File: src/rtl/fp16_fixed_align.sv
// rtl/fp16_fixed_align.sv - fp16 unpack and iterative significand alignment to a 28-bit integer magnitude
module fp16_fixed_align #(
    parameter int DWIDTH   = 16,
    parameter int ZWIDTH   = 28,
    parameter int EXP_BIAS = 15
) (
    input  logic              clk,
    input  logic              resetn,
    input  logic [DWIDTH-1:0] in_data,
    input  logic              in_valid,
    output logic              in_ready,
    output logic [ZWIDTH-1:0] z,
    output logic [5:0]        a_e,
    output logic              out_sign,
    output logic              out_valid,
    input  logic              out_ready
);

    typedef enum logic [1:0] {
        S_IDLE   = 2'd0,
        S_UNPACK = 2'd1,
        S_SHIFT  = 2'd2,
        S_DONE   = 2'd3
    } state_t;

    // Special exponent codes handed to the saturate/zero stage downstream
    localparam logic [5:0] AE_ZERO = 6'b10_1111;
    localparam logic [5:0] AE_INF  = 6'b01_0000;

    state_t              state_q, state_d;
    logic [DWIDTH-1:0]   data_q, data_d;
    logic [ZWIDTH-1:0]   z_q, z_d;
    logic [5:0]          a_e_q, a_e_d;
    logic                sign_q, sign_d;
    logic [3:0]          count_q, count_d;
    logic                left_q, left_d;

    // Decoded view of the latched operand, consumed only in UNPACK
    logic [4:0]          exp_f;
    logic [9:0]          frac_f;
    logic [5:0]          up_a_e;
    logic [ZWIDTH-1:0]   up_z;
    logic [3:0]          up_count;
    logic                up_left;

    assign exp_f  = data_q[14:10];
    assign frac_f = data_q[9:0];

    // Unpack: exponent classification, significand load and shift plan
    always_comb begin
        up_a_e   = 6'({1'b0, exp_f}) - 6'(EXP_BIAS);
        up_z     = '0;
        up_count = 4'd0;
        up_left  = 1'b0;
        if (exp_f == 5'd0) begin
            up_a_e = AE_ZERO;
        end else if (exp_f == 5'd31) begin
            up_a_e = AE_INF;
        end else begin
            up_z = {17'b0, 1'b1, frac_f};
            if (exp_f >= 5'd25) begin
                // a_e >= 10: integer part needs more bits than the significand holds
                up_left  = 1'b1;
                up_count = 4'(exp_f - 5'd25);
            end else if (exp_f < 5'd14) begin
                // Shifting the hidden bit out entirely takes 11 steps; more would be wasted cycles
                up_count = 4'd11;
            end else begin
                up_count = 4'(5'd25 - exp_f);
            end
        end
    end

    // State register and datapath flops, asynchronously cleared
    always_ff @(posedge clk or negedge resetn) begin
        if (!resetn) begin
            state_q <= S_IDLE;
            data_q  <= '0;
            z_q     <= '0;
            a_e_q   <= '0;
            sign_q  <= 1'b0;
            count_q <= '0;
            left_q  <= 1'b0;
        end else begin
            state_q <= state_d;
            data_q  <= data_d;
            z_q     <= z_d;
            a_e_q   <= a_e_d;
            sign_q  <= sign_d;
            count_q <= count_d;
            left_q  <= left_d;
        end
    end

    // Next-state logic
    always_comb begin
        state_d = state_q;
        case (state_q)
            S_IDLE:   if (in_valid)             state_d = S_UNPACK;
            S_UNPACK: state_d = (up_count == 4'd0) ? S_DONE : S_SHIFT;
            S_SHIFT:  if (count_q <= 4'd1)      state_d = S_DONE;
            S_DONE:   if (out_ready)            state_d = S_IDLE;
            default:  state_d = S_IDLE;
        endcase
    end

    // Datapath updates: latch operand, load unpacked fields, one-bit shift per cycle
    always_comb begin
        data_d  = data_q;
        z_d     = z_q;
        a_e_d   = a_e_q;
        sign_d  = sign_q;
        count_d = count_q;
        left_d  = left_q;
        case (state_q)
            S_IDLE: begin
                if (in_valid) data_d = in_data;
            end
            S_UNPACK: begin
                z_d     = up_z;
                a_e_d   = up_a_e;
                sign_d  = data_q[DWIDTH-1];
                count_d = up_count;
                left_d  = up_left;
            end
            S_SHIFT: begin
                z_d     = left_q ? (z_q << 1) : (z_q >> 1);
                count_d = count_q - 4'd1;
            end
            default: ;
        endcase
    end

    // Outputs: handshakes decoded from state only
    always_comb begin
        in_ready  = (state_q == S_IDLE);
        out_valid = (state_q == S_DONE);
        z         = z_q;
        a_e       = a_e_q;
        out_sign  = sign_q;
    end

endmodule
File: config.mk
export PLATFORM = sky130hd
export DESIGN_NAME = fp16_fixed_align
export DESIGN_NICKNAME = d
export VERILOG_FILES = /design/src/rtl/fp16_fixed_align.sv
export SDC_FILE = /design/constraint.sdc
export NUM_CORES = 1
export LEC_CHECK = 0
export ABC_AREA = 1
export BUFFER_PORTS_ARGS = -buffer_cell sky130_fd_sc_hd__buf_4
export CAP_MARGIN = 25
export CORE_UTILIZATION = 50
export CTS_BUF_LIST = sky130_fd_sc_hd__clkbuf_4 sky130_fd_sc_hd__clkbuf_8 sky130_fd_sc_hd__clkbuf_16
export CTS_CLUSTER_DIAMETER = 80
export DETAILED_ROUTE_END_ITERATION = 10
export GPL_TIMING_DRIVEN = 0
export PLACE_DENSITY_LB_ADDON = 0.05
export SLEW_MARGIN = 20
export SYNTH_ARGS = -nofsm -noshare
export SYNTH_HDL_FRONTEND = slang
export SYNTH_SLANG_ARGS = --single-unit
File: constraint.sdc
create_clock -name clk -period 1.6 [get_ports clk]
set_clock_uncertainty 0.1 [all_clocks]
set_input_delay 0.08 -clock clk [delete_from_list [all_inputs] [get_ports clk]]
set_output_delay 0.08 -clock clk [all_outputs]
set_load 0.005 [all_outputs]
==> results of run 1 <==
## kinds of logic (layout without fill, tap and decap cells)
group / Yosys count / count (layout)
flops: 58 / 58
mux: 11 / 11
buf+inv: 62 / 176
xor+xnor: 1 / 1
compound gates: 102 / 102
fa+ha+maj: 14 / 14
simple gates: 110 / 111
## worst paths after layout
check	slack (ns)	startpoint	to
min reg2reg	0.38	data_q[15]	out_sign
max	-0.09	data_q[11]	z[1]
max reg2reg	-0.09	data_q[11]	z[1]
max in group asynchronous	0.63	resetn	data_q[12]
min in group asynchronous	0.25	resetn	z[20]
min	0.07	out_ready	state_q[1]
## state kept, by name (all words and copies together), names as in the netlist
name / cells
data_q: 16
count_q: 4
a_e: 6
out_sign: 1
z: 28
left_q: 1
state_q: 2
## per-layer routing
metal	track usage	vias to the layer above
li1	-	1423
met1	0.326	1369
met4	0.0964	0
met2	0.439	63
met5	0	-
met3	0.0455	12
## critical path, stage by stage (launching register included)
cell and delay [ns]:
dfrtp_1 0.42, ha_2 0.20, nand2_2 0.09, nor2_4 0.05
ha_4 0.18, buf_6 0.13, nor2_4 0.17, nand3_2 0.10
a31oi_1 0.16
## power breakdown
group / leakage, µW / switching [µW] / internal [µW]
Clock: 0.000105 / 606 / 796
Combinational: 0.00128 / 3090 / 2700
Sequential: 0.000715 / 594 / 2200
Total: 0.00210 / 4290 / 5700
## synthesized netlist by cell type, types with 2 or more instances
library cell / instances / area share
dfrtp_1: 58 / 0.48
o21ai_0: 48 / 0.079
nor2_1: 44 / 0.054
inv_1: 42 / 0.052
nand2_1: 34 / 0.042
a21oi_1: 31 / 0.051
nand3_1: 19 / 0.031
ha_1: 14 / 0.057
a31oi_1: 11 / 0.023
mux2_2: 11 / 0.041
buf_2: 8 / 0.013
clkbuf_1: 6 / 0.0074
nand2_2: 5 / 0.010
inv_2: 4 / 0.0049
nand3_2: 4 / 0.013
o211ai_1: 4 / 0.0098
nor2_2: 3 / 0.0061
o21ai_1: 2 / 0.0033
## area by class of cell
type	count	area (µm²)
multi-input combinational	239	1540
fill	445	1530
sequential	58	1450
timing repair buffer	98	793
inverter	46	188
clock buffer	11	151
buffer	16	119
tap	75	93.8
clock inverter	5	52.6
## through the flow
stage               cells  total power, µW  area [µm²]  hold WS, ns  setup slack [ns]
floorplan             358             5660        3070       -0.316           -0.0446
global placement      489             7110        3580       0.0888            -0.306
detailed placement    489             7210        3580       0.0905            -0.361
CTS                   542             9430        4240        0.120           -0.0746
global route          548            10800        4390       0.0975            -0.197
finish                548             9980        4390       0.0664           -0.0870
## what timing repair did
item,CTS,global route
buffers inserted,17,6
cloned,2,0
pin swaps,24,13
endpoints found under the setup margin,51,46
gates resized for setup,43,39
hold buffers,18,0
hold endpoints to repair,75,0
==> results.cfg, run 1 <==
[worst_setup_path]
ff2ff_path_depth = 8
worstSetupStartpointType = flip-flop
required_ns = 1.76
crit_fanout = 5
worst_setup_path_end_kind = flip-flop
timing.setup.critical_path_class = flip-flop to flip-flop
timing.critical_path.arrival_ns = 1.84

[grt]
antenna_found_initial = 0
grt-ovfl-total = 0
gr-usage-all-layers = 0.258
first_pass_grt_wire_length_um = 12600
grt_max_degree = 59
grt_pass1_vias = 2750

[outcome]
outcome = complete, but fails checks
violations = negative setup slack

[routing]
met2_length_um = 4040
wirelength_met1_um = 3570
vias = 2867
count_of_routing_violations_after_the_opening_detailed_route_iteration = 170
dr_wl_met3_um = 230
route.detailed.drc = 0
drt-vias-per-instance = 5.23
drt_wl_total_um = 7960
detail_route.first_pass.iterations = 4
postRouteAntennaNets = 0
maxUsedRoutingLayer = met4
route.detailed.wl_per_inst_um = 14.5

[yosys]
flip_flop_and_latch_count_after_synthesis = 58
asyncSetResetFlopFracSynth = 1.00
synthesis.instances = 358
synth_enable_flop_cells = 0
yosys.area_share.adder = 0.0573
synth_simple_gate_area_share = 0.160
synth_cell_types = 28
avgSynthCellArea_um2 = 8.53
ys.warnings.count = 0
postSynthNetCount = 392
muxShareOfSynthArea = 0.0405
share_of_the_yosys_chip_area_belonging_to_registers = 0.475
synth_top_family_by_area = compound AO/OA/AOI/OAI gates
xor_and_xnor_area_share_after_synthesis = 0.00287
cell_area_synth_um2 = 3060
synthFlopType = dfrtp_1
compound_cell_area_share_of_the_yosys_netlist = 0.181

[die]
floorplan.die.width_um = 80.2
die_area_um2 = 6430
num_io_pins = 57
floorplan.initialDensity = 0.516
design.core.area_um2 = 5920
placementRows = 28
die-height_um = 80.2

[sta]
fin_tns_setup_ns = -0.917
final_setup_fails = 19
clock.fmax_mhz = 593
final_critical_path_setup_slack_ns = -0.0870
finalHoldViolations = 0
max-slew-margin-rel = 0.512
tightestPinTransition_ns = 0.732
min_period_over_period = 1.05
drv_slew = 0
rsz_0062_raised_after_global_routing = true
layout_min_cycle_time_ns = 1.69

[clocking]
deepest_clock_path_buffer_count = 2
h-tree-depth = 3
clock_latency_ns = 0.34
numCtsBuffers = 9
tritoncts = done
cts_root_buffer = clkbuf_8
cts_num_sinks = 58
clkTransAtPathRegs_ns = 0.07

[power]
cellPowerDensity_nw_per_um2 = 2270
ir_drop_uv = 1300
leakagePower_uw = 0.00210

[cells_and_area]
post-route-util = 0.742
mostFrequentLayoutCell = buf_4
layout.nets = 502
layout-area-overhead-vs-synth_pct = 43.7
layout_common_cells = buf_4 (77), dfrtp_1 (56), nor2_1 (38)
layout-drive-gt1-share = 0.376
total_inserted_antenna_cells = 0

[min_path]
min_path_type = input pin to flip-flop
worstHoldPathCells = 5

[placed_design]
numPortBuffers = 56
place_congestion = 0.850
detailed_place_hpwl_um = 4880

[flow_run]
max_cap_viols = 0
No activity file was read; power rests on OpenSTA's default activity.
==> run 2: changes to the inputs <==
BUFFER_PORTS_ARGS = default   (was -buffer_cell sky130_fd_sc_hd__buf_4)
DONT_BUFFER_PORTS = 1   (was default)
GPL_TIMING_DRIVEN = default   (was 0)
==> results.cfg, run 2 (same netlist as run 1, synthesis figures left out) <==
[sta]
clock.fmax_mhz = 580
layout_min_cycle_time_ns = 1.72
min_period_over_period = 1.08
finalHoldViolations = 0
max-slew-margin-rel = 0.707
rsz_0062_raised_after_global_routing = true
final_setup_fails = 16
drv_slew = 0
final_critical_path_setup_slack_ns = -0.124
tightestPinTransition_ns = 0.439

[power]
power.share.switching = 0.430
net-switching-power_uw = 4020
leakagePower_uw = 0.00184
power.share.clock = 0.169
internal_power_uw = 5340
ir_drop_uv = 1280
power.share.combinational = 0.529
power_frac_seq = 0.303
cellPowerDensity_nw_per_um2 = 2330

[worst_setup_path]
cp_cell_sequence = ha_2 -> nand2_2 -> nor2_1 -> ha_2 -> buf_4 -> nor2_4 -> nand3_1 -> a31oi_1
required_ns = 1.76
worstSetupStartpointType = flip-flop
cpMaxStageDelayCell = dfrtp_1
timing.setup.critical_path_class = flip-flop to flip-flop
path_common_cell = ha_2
critical_path_buffer_and_inverter_count = 1
worst_setup_path_end_kind = flip-flop
timing.critical_path.slowest_cell_delay_ns = 0.41
crit_fanout = 5
timing.critical_path.arrival_ns = 1.88
critical-path-top-delay-family = simple AND/OR/NAND/NOR gates

[routing]
detail_route.first_pass.iterations = 4
count_of_routing_violations_after_the_opening_detailed_route_iteration = 72
vias = 2637
drt-vias-per-instance = 5.40
route.detailed.drc = 0
drt_wl_total_um = 7350
route.detailed.wl_per_inst_um = 15.1
postRouteAntennaNets = 0

[clocking]
cts_root_buffer = clkbuf_8
clock_latency_ns = 0.33
clkTransAtPathRegs_ns = 0.07
cts_num_sinks = 58
tritoncts = done
h-tree-depth = 3
numCtsBuffers = 9
deepest_clock_path_buffer_count = 2

[cells_and_area]
total_inserted_antenna_cells = 0
layout.nets = 442
mostFrequentLayoutCell = dfrtp_1
layoutNonFillerInstCount = 488
layout-area-overhead-vs-synth_pct = 31.2
layout-drive-gt1-share = 0.283
largest_reg_flops = 28
final_design_area_no_fill_um2 = 4010
layout_common_cells = dfrtp_1 (57), o21ai_0 (46), nor2_1 (40)

[die]
floorplan.initialDensity = 0.516
design.core.area_um2 = 5920
die-height_um = 80.2
num_io_pins = 57
placementRows = 28
die_area_um2 = 6430
floorplan.die.width_um = 80.2

[grt]
antenna_found_initial = 0
grt_max_degree = 59
gr-usage-all-layers = 0.234
first_pass_grt_wire_length_um = 11400
grt_pass1_vias = 2436
grt-ovfl-total = 0

[outcome]
violations = negative setup slack
outcome = complete, but fails checks

[flow_run]
max_cap_viols = 0

[placed_design]
detailed_place_hpwl_um = 4620
place_area_um2 = 3310
place_congestion = 0.817
numPortBuffers = 0
placed_cells_incl_taps = 443

[min_path]
min_path_type = input pin to flip-flop
[run 2: cell types whose count changed in the layout (fill, tap and decap cells not counted), moves of 5 or more]
cell / previous run / this run
buf_4: 77 / 28
o21ai_1: 12 / 2
o21ai_0: 37 / 46
buf_6: 7 / 2
nand2_1: 30 / 25
[run 2: worst paths after layout]
check,slack (ns),from,cells past startpoint,end
min in group asynchronous,0.18,resetn,2,z[20]
max in group asynchronous,0.94,resetn,2,data_q[12]
min reg2reg,0.40,data_q[15],2,out_sign
max reg2reg,-0.12,data_q[11],8,z[2]
max,-0.12,data_q[11],8,z[2]
min,0.02,in_valid,3,data_q[13]
[run 2: area by class of cell]
| class | count | area (µm²) |
|---|---|---|
| multi-input cells | 239 | 1540 |
| flip-flops and latches | 58 | 1450 |
| well taps | 75 | 93.8 |
| repair buffers | 54 | 515 |
| clock buffers | 12 | 159 |
| clock inverters | 4 | 73.8 |
| fillers | 470 | 1910 |
| inverters | 46 | 173 |
[run 2: through the flow]
| step | setup slack (ns) | total power [µW] | TNS [ns] | hold slack, ns | util |
|---|---|---|---|---|---|
| after CTS | -0.0754 | 8710 | -0.257 | 0.00742 | 0.639 |
| after global placement | -0.0534 | 6890 | -0.214 | -0.314 | 0.559 |
| after detailed placement | -0.120 | 6960 | -0.907 | -0.314 | 0.559 |
| final | -0.124 | 9350 | -1.12 | 0.0214 | 0.677 |
| after floorplan | -0.0446 | 5660 | -0.0446 | -0.316 | - |
| after global routing | -0.151 | 10100 | -2.11 | 0.0341 | 0.677 |
[run 2: layer usage]
layer / routed length [µm] / global-route usage / up-vias / part of all wire
met5: 0 / 0 / - / 0
met4: 165 / 0.0982 / 0 / 0.022
met3: 253 / 0.0545 / 18 / 0.034
met2: 3720 / 0.386 / 69 / 0.51
met1: 3220 / 0.293 / 1257 / 0.44
li1: - / - / 1293 / -
[run 2: worst min-delay path, cell delays in order]
cell	delay, ns
nand2_1	0.09
buf_12	0.16
a21oi_1	0.08
[run 2: repair_timing]
item / in CTS / in global routing
pin swaps: 0 / 16
endpoints found under the hold margin: 76 / 0
setup endpoints to repair: 21 / 49
gates cloned: 0 / 2
hold buffers: 20 / 0
resized for setup: 4 / 45
setup buffers: 2 / 5
[run 2: power groups by stage]
stage                     clock network (µW)  registers, µW  logic [µW]
after floorplan                            0           2680        2980
after global placement                     0           2820        4080
after detailed placement                   0           2830        4130
after CTS                               1600           2800        4310
after global routing                    1660           2920        5520
final                                   1580           2830        4940
